===== src/rtl/mem_arbiter_pkg.sv =====
// mem_arbiter_pkg: shared FSM states and burst geometry for the memory arbiter.
package mem_arbiter_pkg;
    typedef enum logic [1:0] {IDLE, BURST, FINISH} state_t;
    localparam int BEATS = 4;
    localparam int OFF_W = 4;
    localparam int STRIDE = 4;
endpackage


===== src/rtl/rr_pick2.sv =====
// rr_pick2: two-way round-robin pick; on a tie the requester not granted last wins.
module rr_pick2 (
    input  logic [1:0] req,
    input  logic       last,
    output logic       winner,
    output logic       valid
);
    assign valid  = |req;
    assign winner = (&req) ? ~last : req[1];
endmodule


===== src/rtl/mem_arbiter.sv =====
// mem_arbiter: grants one of two requesters a non-abortable block burst to main memory.
module mem_arbiter
    import mem_arbiter_pkg::*;
#(
    parameter int ADDR_W = 10,
    parameter int BEATS  = mem_arbiter_pkg::BEATS
) (
    input  logic              clock,
    input  logic              reset,
    input  logic              req0,
    input  logic              req1,
    input  logic              we0,
    input  logic              we1,
    input  logic [ADDR_W-1:0] addr0,
    input  logic [ADDR_W-1:0] addr1,
    input  logic [31:0]       wdata0,
    input  logic [31:0]       wdata1,
    output logic              grant0,
    output logic              grant1,
    output logic              ack0,
    output logic              ack1,
    output logic              done0,
    output logic              done1,
    output logic [1:0]        beat,
    output logic [31:0]       rdata,
    output logic              mem_req,
    output logic              mem_write,
    output logic [ADDR_W-1:0] mem_addr,
    output logic [31:0]       mem_wdata,
    input  logic              mem_done,
    input  logic [31:0]       mem_rdata
);
    state_t            state, state_d;
    logic [1:0]        beat_q;
    logic              owner, we_r, last, winner, valid, busy, fin, last_beat;
    logic [ADDR_W-1:0] addr_r;

    rr_pick2 u_pick (
        .req    ({req1, req0}),
        .last   (last),
        .winner (winner),
        .valid  (valid)
    );

    always_ff @(posedge clock)
        state <= reset ? IDLE : state_d;

    always_comb begin
        state_d = state;
        state_d = (state == IDLE)  ? (valid ? BURST : IDLE) :
                  (state == BURST) ? ((mem_done && last_beat) ? FINISH : BURST) : IDLE;
    end

    always_ff @(posedge clock) begin
        if (reset) begin
            beat_q <= '0;
            last   <= 1'b1;
            owner  <= 1'b0;
            we_r   <= 1'b0;
            addr_r <= '0;
        end else begin
            // The other requester's inputs are only looked at here, in IDLE.
            if (state == IDLE && valid) begin
                owner  <= winner;
                we_r   <= winner ? we1 : we0;
                addr_r <= winner ? addr1 : addr0;
                beat_q <= '0;
            end
            if (state == BURST && mem_done)
                beat_q <= beat_q + 2'd1;
            if (state == FINISH)
                last <= owner;
        end
    end

    // Reset gates every output so nothing leaks during the reset cycle itself.
    assign busy      = state == BURST && !reset;
    assign fin       = state == FINISH && !reset;
    assign last_beat = beat_q == 2'(BEATS - 1);
    assign grant0    = busy && !owner;
    assign grant1    = busy && owner;
    assign ack0      = grant0 && mem_done;
    assign ack1      = grant1 && mem_done;
    assign done0     = fin && !owner;
    assign done1     = fin && owner;
    assign beat      = reset ? 2'd0 : beat_q;
    assign rdata     = (ack0 || ack1) ? mem_rdata : '0;
    assign mem_req   = busy;
    assign mem_write = busy && we_r;
    assign mem_addr  = busy ? {addr_r[ADDR_W-1:OFF_W], OFF_W'(0)} + ADDR_W'(beat_q) * ADDR_W'(STRIDE) : '0;
    assign mem_wdata = busy ? (owner ? wdata1 : wdata0) : '0;
endmodule


===== config.mk =====
export PLATFORM = sky130hd
export DESIGN_NAME = mem_arbiter
export DESIGN_NICKNAME = d
export VERILOG_FILES = /design/src/rtl/mem_arbiter_pkg.sv /design/src/rtl/rr_pick2.sv /design/src/rtl/mem_arbiter.sv
export SDC_FILE = /design/constraint.sdc
export NUM_CORES = 1
export LEC_CHECK = 0
export BUFFER_PORTS_ARGS = -buffer_cell sky130_fd_sc_hd__buf_2
export CAP_MARGIN = 20
export CORE_AREA = 2 2 80 82
export CTS_CLUSTER_DIAMETER = 80
export CTS_CLUSTER_SIZE = 24
export DETAILED_ROUTE_END_ITERATION = 10
export DIE_AREA = 0 0 82 84
export PLACE_DENSITY = 0.71
export RECOVER_POWER = 100
export SYNTH_ARGS = -nofsm -noshare
export SYNTH_HDL_FRONTEND = slang
export SYNTH_SLANG_ARGS = --single-unit

===== constraint.sdc =====
create_clock -name clock -period 1.2 [get_ports clock]
set_input_delay 0.06 -clock clock [delete_from_list [all_inputs] [get_ports clock]]
set_output_delay 0.06 -clock clock [all_outputs]
set_load 0.005 [all_outputs]

Word level (Yosys, flattened, before mapping) --
Index checks and enable logic that the tools add are counted.
Operators by class: $add $sub $neg 2, eq/ne operators 3, multiplexer cells 14, bitwise operators 1, reduce and logical (&&, ||, !) cells 19
Operators with widths (number):
- two-way mux 32 bit | 3
- two-way mux 10 bit | 2
- logical AND 1 bit | 12
- two-way mux 2 bit | 6
- adder 10 x 4 -> 10 bit | 1
- equality test 2 bit, second input constant | 2
- two-way mux 1 bit | 3
- adder 2 x 1 -> 2 bit, second input constant | 1
- equality test 2 x 1 -> 1 bit, second input constant | 1
- zero test 1 bit | 2
- zero test 2 bit | 1
- AND reduction 2 bit | 1
- nonzero test 2 bit | 1
- OR reduction 2 bit | 1
- logical OR 1 bit | 1
- inverter 1 bit | 1
Word-level totals: flip-flop bits (word level) 17, output and inout port bits 84, word-level logic and storage cells 45

Longest topological paths before layout --
Gate-level depths: netlist (run 1).
word-level depth 6, mapped depth 7, gate-level depth less buffers 4

Modules after synthesis --
A second synthesis (run 1) with hierarchy kept.
Unflattened totals: cells, all modules 199, area total of the unflattened synthesis 1471.4 um2
Modules (own cells, without submodules):
- mem_arbiter | times used 1, cells each 197, area an instance 1457.6 um2
- rr_pick2 | times used 1, cells each 2, area an instance 13.8 um2

Least setup slack after synthesis (run 1) --
Ideal clock, no wire load.
kind reg-to-output, start point reg state[0], end point out ack0, arrival time 1.287 ns, slack -0.147 ns, stages on the path, launching flop included 8, path buffers 3, path through dfxtp_1 -> or3b_1 -> buf_2 -> inv_2 -> buf_6 -> buf_6 -> nand2_1 -> nor2_1
Between the ends: word-level cells in the longest chain between the ends 4
RTL lines:
- from (decl) | line mem_arbiter.sv:33 | state_t state, state_d;
- from (signal assigned) | line mem_arbiter.sv:46 | state <= reset ? IDLE : state_d;
- equality test 2 x 1 -> 1 bit | line mem_arbiter.sv:77 | assign busy = state == BURST && !reset;
- logical AND 1 bit | line mem_arbiter.sv:77
- named net mem_req | line mem_arbiter.sv:26 | output logic mem_req,
- logical AND 1 bit | line mem_arbiter.sv:80 | assign grant0 = busy && !owner;
- logical AND 1 bit | line mem_arbiter.sv:82 | assign ack0 = grant0 && mem_done;
- to (decl) | line mem_arbiter.sv:20 | output logic ack0,
The timed path passes the listed nets, and every way through them passes these cells.

Final worst setup path (run 1) --
start point reg state[0], end point out rdata[1]
Between the ends: word-level cells in the longest chain between the ends 6, elaborated cells on any way between the ends 8, those cells by class eq/ne (1); mux (1); reduce/logical (6)
RTL lines:
- equality test 2 x 1 -> 1 bit (*) | line mem_arbiter.sv:77
- logical AND 1 bit (*) | line mem_arbiter.sv:77
- logical AND 1 bit (on tied branches) | line mem_arbiter.sv:80, mem_arbiter.sv:81
- logical AND 1 bit (on tied branches) | line mem_arbiter.sv:82, mem_arbiter.sv:83
- logical OR 1 bit (*) | line mem_arbiter.sv:87 | assign rdata = (ack0 || ack1) ? mem_rdata : '0;
- two-way mux 32 bit (*) | line mem_arbiter.sv:87
- to (decl) | line mem_arbiter.sv:25 | output logic [31:0] rdata,
Every way passes the cells marked *; elsewhere a longest branch is shown, timed or not.

==> results of run 1 <==
==> final timing paths <==
kind / cells past startpoint / endpoint / slack, ns
max reg2reg: 6 / beat_q[1] / 0
min reg2reg: 2 / last / 0.51
max: 5 / rdata[1] / -0.37
min: 3 / we_r / 0.15
==> cell usage in the layout, fill, tap and decap left out, types with 3 or more instances in the layout <==
cell type,Yosys,final
a211oi_1,7,7
a21oi_1,8,8
and2_1,10,5
and2_4,0,5
and3_1,34,26
and3_4,0,8
buf_2,4,181
buf_4,2,11
buf_6,4,20
clkbuf_1,13,3
clkbuf_16,0,3
clkbuf_8,0,3
dfxtp_1,13,10
dfxtp_2,0,3
diode_2,0,4
mux2i_1,40,40
nand2_1,4,4
nor2_1,36,35
==> power groups by stage <==
| stage | sequential (uW) | clock [uW] | combinational (uW) |
|---|---|---|---|
| finish | 499 | 391 | 950 |
| global route | 505 | 424 | 1040 |
| CTS | 498 | 403 | 820 |
| detailed placement | 505 | 0 | 790 |
| global placement | 505 | 0 | 774 |
| floorplan | 500 | 0 | 403 |
==> logic make-up (layout without fill, tap and decap cells) <==
| family | Yosys count | after routing | share of synthesized area |
|---|---|---|---|
| other cells | 1 | 6 | 0.00259 |
| flops | 13 | 13 | 0.180 |
| simple gates | 97 | 97 | 0.351 |
| buf+inv | 24 | 224 | 0.0916 |
| mux | 40 | 40 | 0.277 |
| fa+ha+maj | 1 | 1 | 0.00864 |
| compound gates | 20 | 20 | 0.0899 |
==> worst min-delay path, stage by stage <==
cell,delay (ns)
buf_2,0.09
mux2i_1,0.11
a211oi_1,0.08
==> stage by stage <==
step | total power (uW) | cells | area (um2) | setup TNS (ns)
6_report | 1840 | 478 | 2910 | -24.02
5_1_grt | 1970 | 475 | 2900 | -29.00
4_1_cts | 1720 | 466 | 2660 | -24.56
3_5_place_dp | 1300 | 462 | 2540 | -3.44
3_3_place_gp | 1280 | 462 | 2540 | -3.51
2_1_floorplan | 902 | 197 | 1460 | -3.46
==> metal layers <==
layer / GRT usage / wire length (um) / vias up
li1: - / - / 1087
met1: 0.185 / 2600 / 967
met2: 0.284 / 3360 / 114
met3: 0.0920 / 810 / 16
met4: 0.0242 / 59 / 10
met5: 0 / 74 / -
==> repair_timing <==
item,4_1_cts,5_1_grt
gates cloned,0,5
endpoints found under the hold margin,0,0
pin swaps,5,12
setup endpoints to repair,86,88
buffers inserted,0,3
resized for setup,16,28
==> registers in the layout, summed over array words and instances (netlist names) <==
name    cells
beat_q      2
state       2
owner       1
we_r        1
last        1
addr_r      6
==> cell type report <==
class	instances	area, um2
Fill cell	613	3190
Timing Repair Buffer	219	1340
Multi-Input combinational cell	160	1140
Sequential cell	13	264
Tap cell	77	96.3
Clock buffer	4	45.0
Inverter	1	16.3
Antenna cell	4	10.0
==> flow_summary.yaml, run 1 <==
pwr:
  p_sw_frac: 0.323
  vdd_drop_max_mv: 0.503
  pwr-share-seq: 0.271
  intPower_uw: 1250
  power.share.clock: 0.212
  power_frac_comb: 0.516
  p_per_area_nw_per_um2: 632
  p_leak_uw: 0.00166
  p_switching_uw: 594
critical_path:
  critPathLaunch: "state[0]"
  cpPeakStageDelay_ns: 0.42
  startpoint_type: "flop"
  crit_fanout: 9
  required_ns: 1.14
  crit_slowest_cell: "or3b_4"
  crit_arrival_ns: 1.51
  critical_path_class: "flop to primary output"
  end_kind: "primary output"
  r2r-start: "state[0]"
  path_buf_inv: 3
  crit_chain: "or3b_4 > clkinv_8 > buf_6 > and3_1 > buf_2"
  cp_top_family: "simple AND/OR/NAND/NOR gates"
finish:
  finalCoreUtilization: 0.477
  final_nets: 522
  final_layout_size_suffix_gt1_frac: 0.622
  syn_to_final_growth_pct: 101
run:
  cap_violations: 0
routing:
  vias_per_cell: 4.59
  firstDrtPassIters: 4
  wl_per_cell_um: 14.4
  drc: 0
  dr.first_iter.drc_count: 38
  via_count: 2194
  drt-total-wl_mm: 6.90
  drtAntennaViolNets: 0
clock_tree:
  hold_buffers: 0
  root_buffer: "clkbuf_8"
  clock_path_buffers: 2
  clock_sinks: 13
  numCtsBuffers: 3
  cts_tree: "yes"
  clkLatencyLatePin_ns: 0.24
  clk_pin_slew_worst_paths_ns: 0.06
  h-tree-depth: 1
sta:
  clock_skew_ns: 0.00539
  finalSetupViolations: 80
  report.final.slew_viol_count: 0
  hold_viol: 0
  finalCritPeriodShare: 1.30
  timing.final.ws_setup_ns: -0.365
  finalCriticalPeriod_ns: 1.57
  fmax_ghz: 0.639
  whs_ns: 0.152
  rsz0062_at_grt: "yes"
global_routing:
  grt-ovfl-total: 0
  grt_pass1_wl_mm: 9.07
  track_usage: 0.167
  grt_pass1_vias: 1907
  antenna_found_initial: 8
  grt_max_degree: 40
min_path:
  min_from: "we0"
  hp-class: "input port to flop"
die:
  ios: 207
  initial_core_util: 0.237
  die_w_um: 82
  rows: 29
  dieHeight_um: 84
  core_area_um2: 6100
  die_area_um2: 6890
yosys:
  synth.most_common_cell: "mux2i_1"
  syn_avg_cell_area_um2: 7.39
  yosysTopAreaCell: "mux2i_1"
  synth_seq_cells: 13
  synth_top_area_share: 0.277
  ys_top_cells_by_area: "mux2i_1, dfxtp_1, and3_1"
  yosysSeqAreaShare: 0.180
  synthTopCellsByCount: "mux2i_1, nor2_1, and3_1"
  synth_cells: 196
  ys_async_sr_fraction: 0
  synth-edff-count: 0
  ys_types: 27
  syn_area_um2: 1450
  dominantRegCellSynth: "dfxtp_1"
  yosys_warnings: 0
placed_design:
  preCtsSetupSlack_ns: -0.0829
  routabilityCongestion: 0.696
  dpl.hpwl_mm: 5.30
  port_buffers: 196
status:
  status: "finished with violations"
  violations: "setup timing"
Note: power is estimated with default switching activity, not from simulation.
==> run 2: changes to the inputs <==
- BUFFER_PORTS_ARGS: -buffer_cell sky130_fd_sc_hd__buf_2 -> -buffer_cell sky130_fd_sc_hd__clkbuf_2
==> flow_summary.yaml, run 2 (synthesis gave the netlist of run 1 again) <==
placed_design:
  routabilityCongestion: 0.707
  preCtsSetupSlack_ns: -0.105
  port_buffers: 196
  dpl.hpwl_mm: 5.21
clock_tree:
  cts_tree: "yes"
  numCtsBuffers: 3
  clkLatencyLatePin_ns: 0.24
  clock_path_buffers: 2
  root_buffer: "clkbuf_8"
  clk_pin_slew_worst_paths_ns: 0.05
  clock_sinks: 13
  h-tree-depth: 1
pwr:
  pwr-share-seq: 0.267
  power_frac_comb: 0.525
  p_per_area_nw_per_um2: 651
  power.share.clock: 0.208
  vdd_drop_max_mv: 0.522
  p_switching_uw: 620
  p_leak_uw: 0.00165
  p_sw_frac: 0.332
  intPower_uw: 1250
finish:
  reg_top3: "addr_r: 6 flops, beat_q: 2 flops, state: 2 flops"
  fillerInstances: 618
  layout_commonest_cell: "clkbuf_2"
  syn_to_final_growth_pct: 98.4
  final_nets: 520
  regMostFlops: "addr_r"
  largest_reg_flops: 6
  mostFrequentLayoutCells: "clkbuf_2, mux2i_1, nor2_1"
  multiInputGateArea_um2: 1170
  seqCellArea_um2: 264
  final_layout_size_suffix_gt1_frac: 0.630
sta:
  timing.final.ws_setup_ns: -0.371
  relSlewSlack: 0.655
  rsz0062_at_grt: "yes"
  clock_skew_ns: 0.00281
  finalSetupViolations: 82
  hold_viol: 0
  finalCritPeriodShare: 1.31
  tightest_slew_ns: 0.518
  finalCriticalPeriod_ns: 1.57
  whs_ns: 0.164
  report.final.slew_viol_count: 0
  fmax_ghz: 0.637
die:
  die_w_um: 82
  initial_core_util: 0.237
  dieHeight_um: 84
  die_area_um2: 6890
  rows: 29
  ios: 207
  core_area_um2: 6100
status:
  status: "finished with violations"
  violations: "setup timing"
critical_path:
  crit_slowest_cell: "or3b_4"
  end_kind: "primary output"
  crit_fanout: 9
  critical_path_class: "flop to primary output"
  crit_arrival_ns: 1.51
  required_ns: 1.14
  reg2reg_slack_ns: -0.03
  cp_top_family: "simple AND/OR/NAND/NOR gates"
  path_buf_inv: 3
  reg2reg_to: "beat_q[0]"
  reg2reg_depth: 6
  cpPeakStageDelay_ns: 0.42
  startpoint_type: "flop"
  crit_chain: "or3b_4 > clkinv_8 > buf_6 > and3_1 > clkbuf_2"
  r2r-start: "state[0]"
routing:
  dr.first_iter.drc_count: 65
  vias_per_cell: 4.60
  drc: 0
  drt-total-wl_mm: 6.92
  wl_per_cell_um: 14.6
  via_count: 2184
  drtAntennaViolNets: 0
  firstDrtPassIters: 4
global_routing:
  grt-ovfl-total: 0
  track_usage: 0.166
  grt_max_degree: 40
  grt_pass1_vias: 1909
  antenna_found_initial: 3
  grt_pass1_wl_mm: 8.95
run:
  cap_violations: 0
min_path:
  min_from: "addr0[7]"
  hold_path_end: "addr_r[7]"
  hp-class: "input port to flop"
  worst_hold_path.num_cells: 3
[run 2: cell types whose count changed in the layout (fill, tap and decap cells not counted), moves of 2 or more]
| cell | before | now |
|---|---|---|
| and2_1 | 5 | 9 |
| mux2i_2 | 0 | 3 |
| and3_1 | 26 | 30 |
| a211oi_1 | 7 | 1 |
| and3_4 | 8 | 4 |
| buf_2 | 181 | 17 |
| buf_4 | 11 | 6 |
| clkbuf_2 | 0 | 177 |
| buf_6 | 20 | 11 |
| and2_4 | 5 | 1 |
| a211oi_2 | 0 | 6 |
| clkbuf_1 | 3 | 1 |
| mux2i_1 | 40 | 37 |
[run 2: layout make-up]
type | instances | share of cell area
repair buffers | 217 | 0.444
multi-input cells | 160 | 0.407
flip-flops and latches | 13 | 0.0919
well taps | 77 | 0.0335
clock buffers | 4 | 0.0157
inverters | 1 | 0.00566
diodes | 3 | 0.00261
[run 2: how the worst max path moves through the flow]
| stage | depth (start not counted) | from | slack (ns) | endpoint |
|---|---|---|---|---|
| floorplan | 7 | state[0] | -0.11 | ack0 |
| global placement | 5 | state[0] | -0.09 | rdata[24] |
| detailed placement | 5 | state[0] | -0.10 | rdata[24] |
| CTS | 5 | state[0] | -0.37 | rdata[24] |
| global route | 5 | state[0] | -0.43 | rdata[22] |
| finish | 5 | state[0] | -0.37 | rdata[22] |
[run 2: timing repair]
item / in CTS / in global routing
gates cloned: 0 / 6
buffers inserted: 0 / 4
gates resized for setup: 4 / 51
endpoints found under the setup margin: 80 / 89
hold buffers: 0 / 0
pin swaps: 0 / 10
[run 2: through the flow]
step	instances	power [uW]	utilization	area [um2]	TNS, ns
floorplan	197	902	-	1460	-3.46
global placement	458	1270	0.414	2520	-3.86
detailed placement	458	1290	0.414	2520	-4.95
CTS	462	1690	0.425	2590	-25.44
global route	472	1980	0.470	2870	-29.94
finish	475	1870	0.471	2870	-25.35
[run 2: per-layer routing]
metal  vias to the layer above  GRT usage  part of all wire  routed length (um)
met5                         -          0            0.0048                  33
met4                         4     0.0303             0.011                  73
met3                        15     0.0909              0.13                 925
met2                       119      0.287              0.49                3390
met1                       965      0.176              0.36                2500
li1                       1081          -                 -                   -
[run 2: tightest hold or removal path, delay by kind of cell]
kind / cells / cell delay, ns
AOI/OAI and AO/OA: 1 / 0.09
buffers and inverters: 1 / 0.08
muxes: 1 / 0.13
[run 2: power groups by stage]
| stage | sequential (uW) | combinational (uW) | clock, uW |
|---|---|---|---|
| after floorplan | 500 | 403 | 0 |
| after global placement | 503 | 769 | 0 |
| after detailed placement | 505 | 786 | 0 |
| after CTS | 496 | 795 | 401 |
| after global routing | 503 | 1070 | 408 |
| final | 498 | 982 | 389 |
==> run 3: changes to the inputs <==
- CELL_PAD_IN_SITES_DETAIL_PLACEMENT: default -> 0
- CELL_PAD_IN_SITES_GLOBAL_PLACEMENT: default -> 1
- CORE_AREA: 2 2 80 82 -> default
- CORE_MARGIN: default -> 2
- CORE_UTILIZATION: default -> 16
- CTS_CLUSTER_DIAMETER: 80 -> 50
- DIE_AREA: 0 0 82 84 -> default
- PLACE_DENSITY: 0.71 -> 0.79
==> flow_summary.yaml, run 3 (synthesis gave the netlist of run 1 again) <==
critical_path:
  reg2reg_slack_ns: -0.08
  required_ns: 1.14
  crit_arrival_ns: 1.49
  crit_fanout: 9
  end_kind: "primary output"
  crit_slowest_cell: "or3b_4"
  startpoint_type: "flop"
  cpPeakStageDelay_ns: 0.42
  cp_top_family: "simple AND/OR/NAND/NOR gates"
  reg2reg_to: "state[1]"
  path_buf_inv: 3
  crit_chain: "or3b_4 > clkinv_8 > buf_6 > and3_1 > clkbuf_2"
  r2r-start: "state[0]"
  reg2reg_depth: 5
  critical_path_class: "flop to primary output"
global_routing:
  grt_pass1_vias: 1935
  grt_pass1_wl_mm: 9.03
  track_usage: 0.108
  grt_max_degree: 39
  grt-ovfl-total: 0
  antenna_found_initial: 0
finish:
  mostFrequentLayoutCells: "clkbuf_2, mux2i_1, nor2_1"
  regMostFlops: "addr_r"
  final_layout_size_suffix_gt1_frac: 0.641
  final_nets: 526
  fillerInstances: 939
  syn_to_final_growth_pct: 106
  reg_top3: "addr_r: 6 flops, beat_q: 2 flops, state: 2 flops"
  antenna_cells: 0
  finalCoreUtilization: 0.341
  largest_reg_flops: 6
  layout_commonest_cell: "clkbuf_2"
  fin_cells: 509
clock_tree:
  root_buffer: "clkbuf_8"
  clock_sinks: 13
  h-tree-depth: 1
  cts_tree: "yes"
  clkLatencyLatePin_ns: 0.24
  hold_buffers: 0
  clk_pin_slew_worst_paths_ns: 0.06
  clock_path_buffers: 2
  numCtsBuffers: 3
placed_design:
  routabilityCongestion: 0.681
  dpl.hpwl_mm: 4.98
  dp.cells: 494
  port_buffers: 196
die:
  ios: 207
  initial_core_util: 0.165
  dieHeight_um: 99.1
  core_area_um2: 8760
  die_area_um2: 9820
  rows: 34
  die_w_um: 99.1
sta:
  finalCritPeriodShare: 1.29
  finalSetupViolations: 82
  fmax_ghz: 0.647
  hold_viol: 0
  rsz0062_at_grt: "yes"
  finalCriticalPeriod_ns: 1.55
  timing.final.ws_setup_ns: -0.345
  clock_skew_ns: 0.00666
  report.final.slew_viol_count: 0
routing:
  firstDrtPassIters: 3
  drc: 0
  drtAntennaViolNets: 0
  drt-total-wl_mm: 6.59
  wl_per_cell_um: 12.9
  via_count: 2176
  vias_per_cell: 4.28
  dr.first_iter.drc_count: 27
pwr:
  vdd_drop_max_mv: 0.642
  p_per_area_nw_per_um2: 628
  p_leak_uw: 0.00166
status:
  violations: "setup timing"
  status: "finished with violations"
run:
  cap_violations: 0
min_path:
  hp-class: "input port to flop"
  worst_hold_path.num_cells: 3
  min_from: "addr0[9]"
  hold_path_end: "addr_r[9]"
run 3: changes by cell type in the layout (fill, tap and decap cells not counted), sizes merged:
| cell | before | now |
|---|---|---|
| buf | 37 | 44 |
| diode | 3 | 0 |
| clkbuf | 184 | 183 |
run 3: worst max-delay path by stage:
stage	cells after the start	endpoint	slack [ns]	startpoint
finish	5	rdata[3]	-0.35	state[0]
global route	5	rdata[6]	-0.41	state[0]
CTS	5	rdata[17]	-0.36	state[0]
detailed placement	5	rdata[17]	-0.1	state[0]
global placement	5	rdata[17]	-0.09	state[0]
floorplan	7	ack0	-0.11	state[0]
run 3: layout make-up:
class                   count  area, um2  share of cell area
clock buffers               4       45.0              0.0151
inverters                   1       16.3             0.00545
multi-input cells         160       1180               0.397
flip-flops and latches     13        263              0.0881
well taps                 108        135              0.0453
repair buffers            223       1340               0.449
run 3: metrics by stage:
step           setup TNS (ns)  instance area (um2)  power [uW]  setup WS, ns  hold WS [ns]
2_1_floorplan           -3.46                 1460         902        -0.112         0.150
6_report               -24.14                 2980        1870        -0.345         0.140
3_3_place_gp            -4.42                 2590        1290       -0.0890         0.391
5_1_grt                -29.57                 2980        2010        -0.409         0.177
4_1_cts                -25.29                 2690        1730        -0.361         0.141
3_5_place_dp            -4.54                 2590        1300       -0.0978         0.402
run 3: worst min-delay path: cells and delay by family:
kind	cells	cell delay (ns)
multiplexers	1	0.12
buffers and inverters	1	0.08
AO/OA/AOI/OAI	1	0.08
run 3: power breakdown:
| group | switching (uW) | internal (uW) |
|---|---|---|
| clock network | 153 | 234 |
| logic | 431 | 553 |
| registers | 28.1 | 475 |
run 3: routing by layer:
layer	GRT usage	share of wire	vias to the layer above
met5	0	0	-
met1	0.128	0.41	992
met3	0.0134	0.058	4
li1	-	-	1090
met4	0.0190	0.0038	0
met2	0.209	0.53	90
run 3: timing repair:
action                                  4_1_cts  5_1_grt
pin swaps                                     3       12
cloned                                        0        6
setup buffers                                 2        3
endpoints found under the setup margin       82       92
resized for setup                            12       50
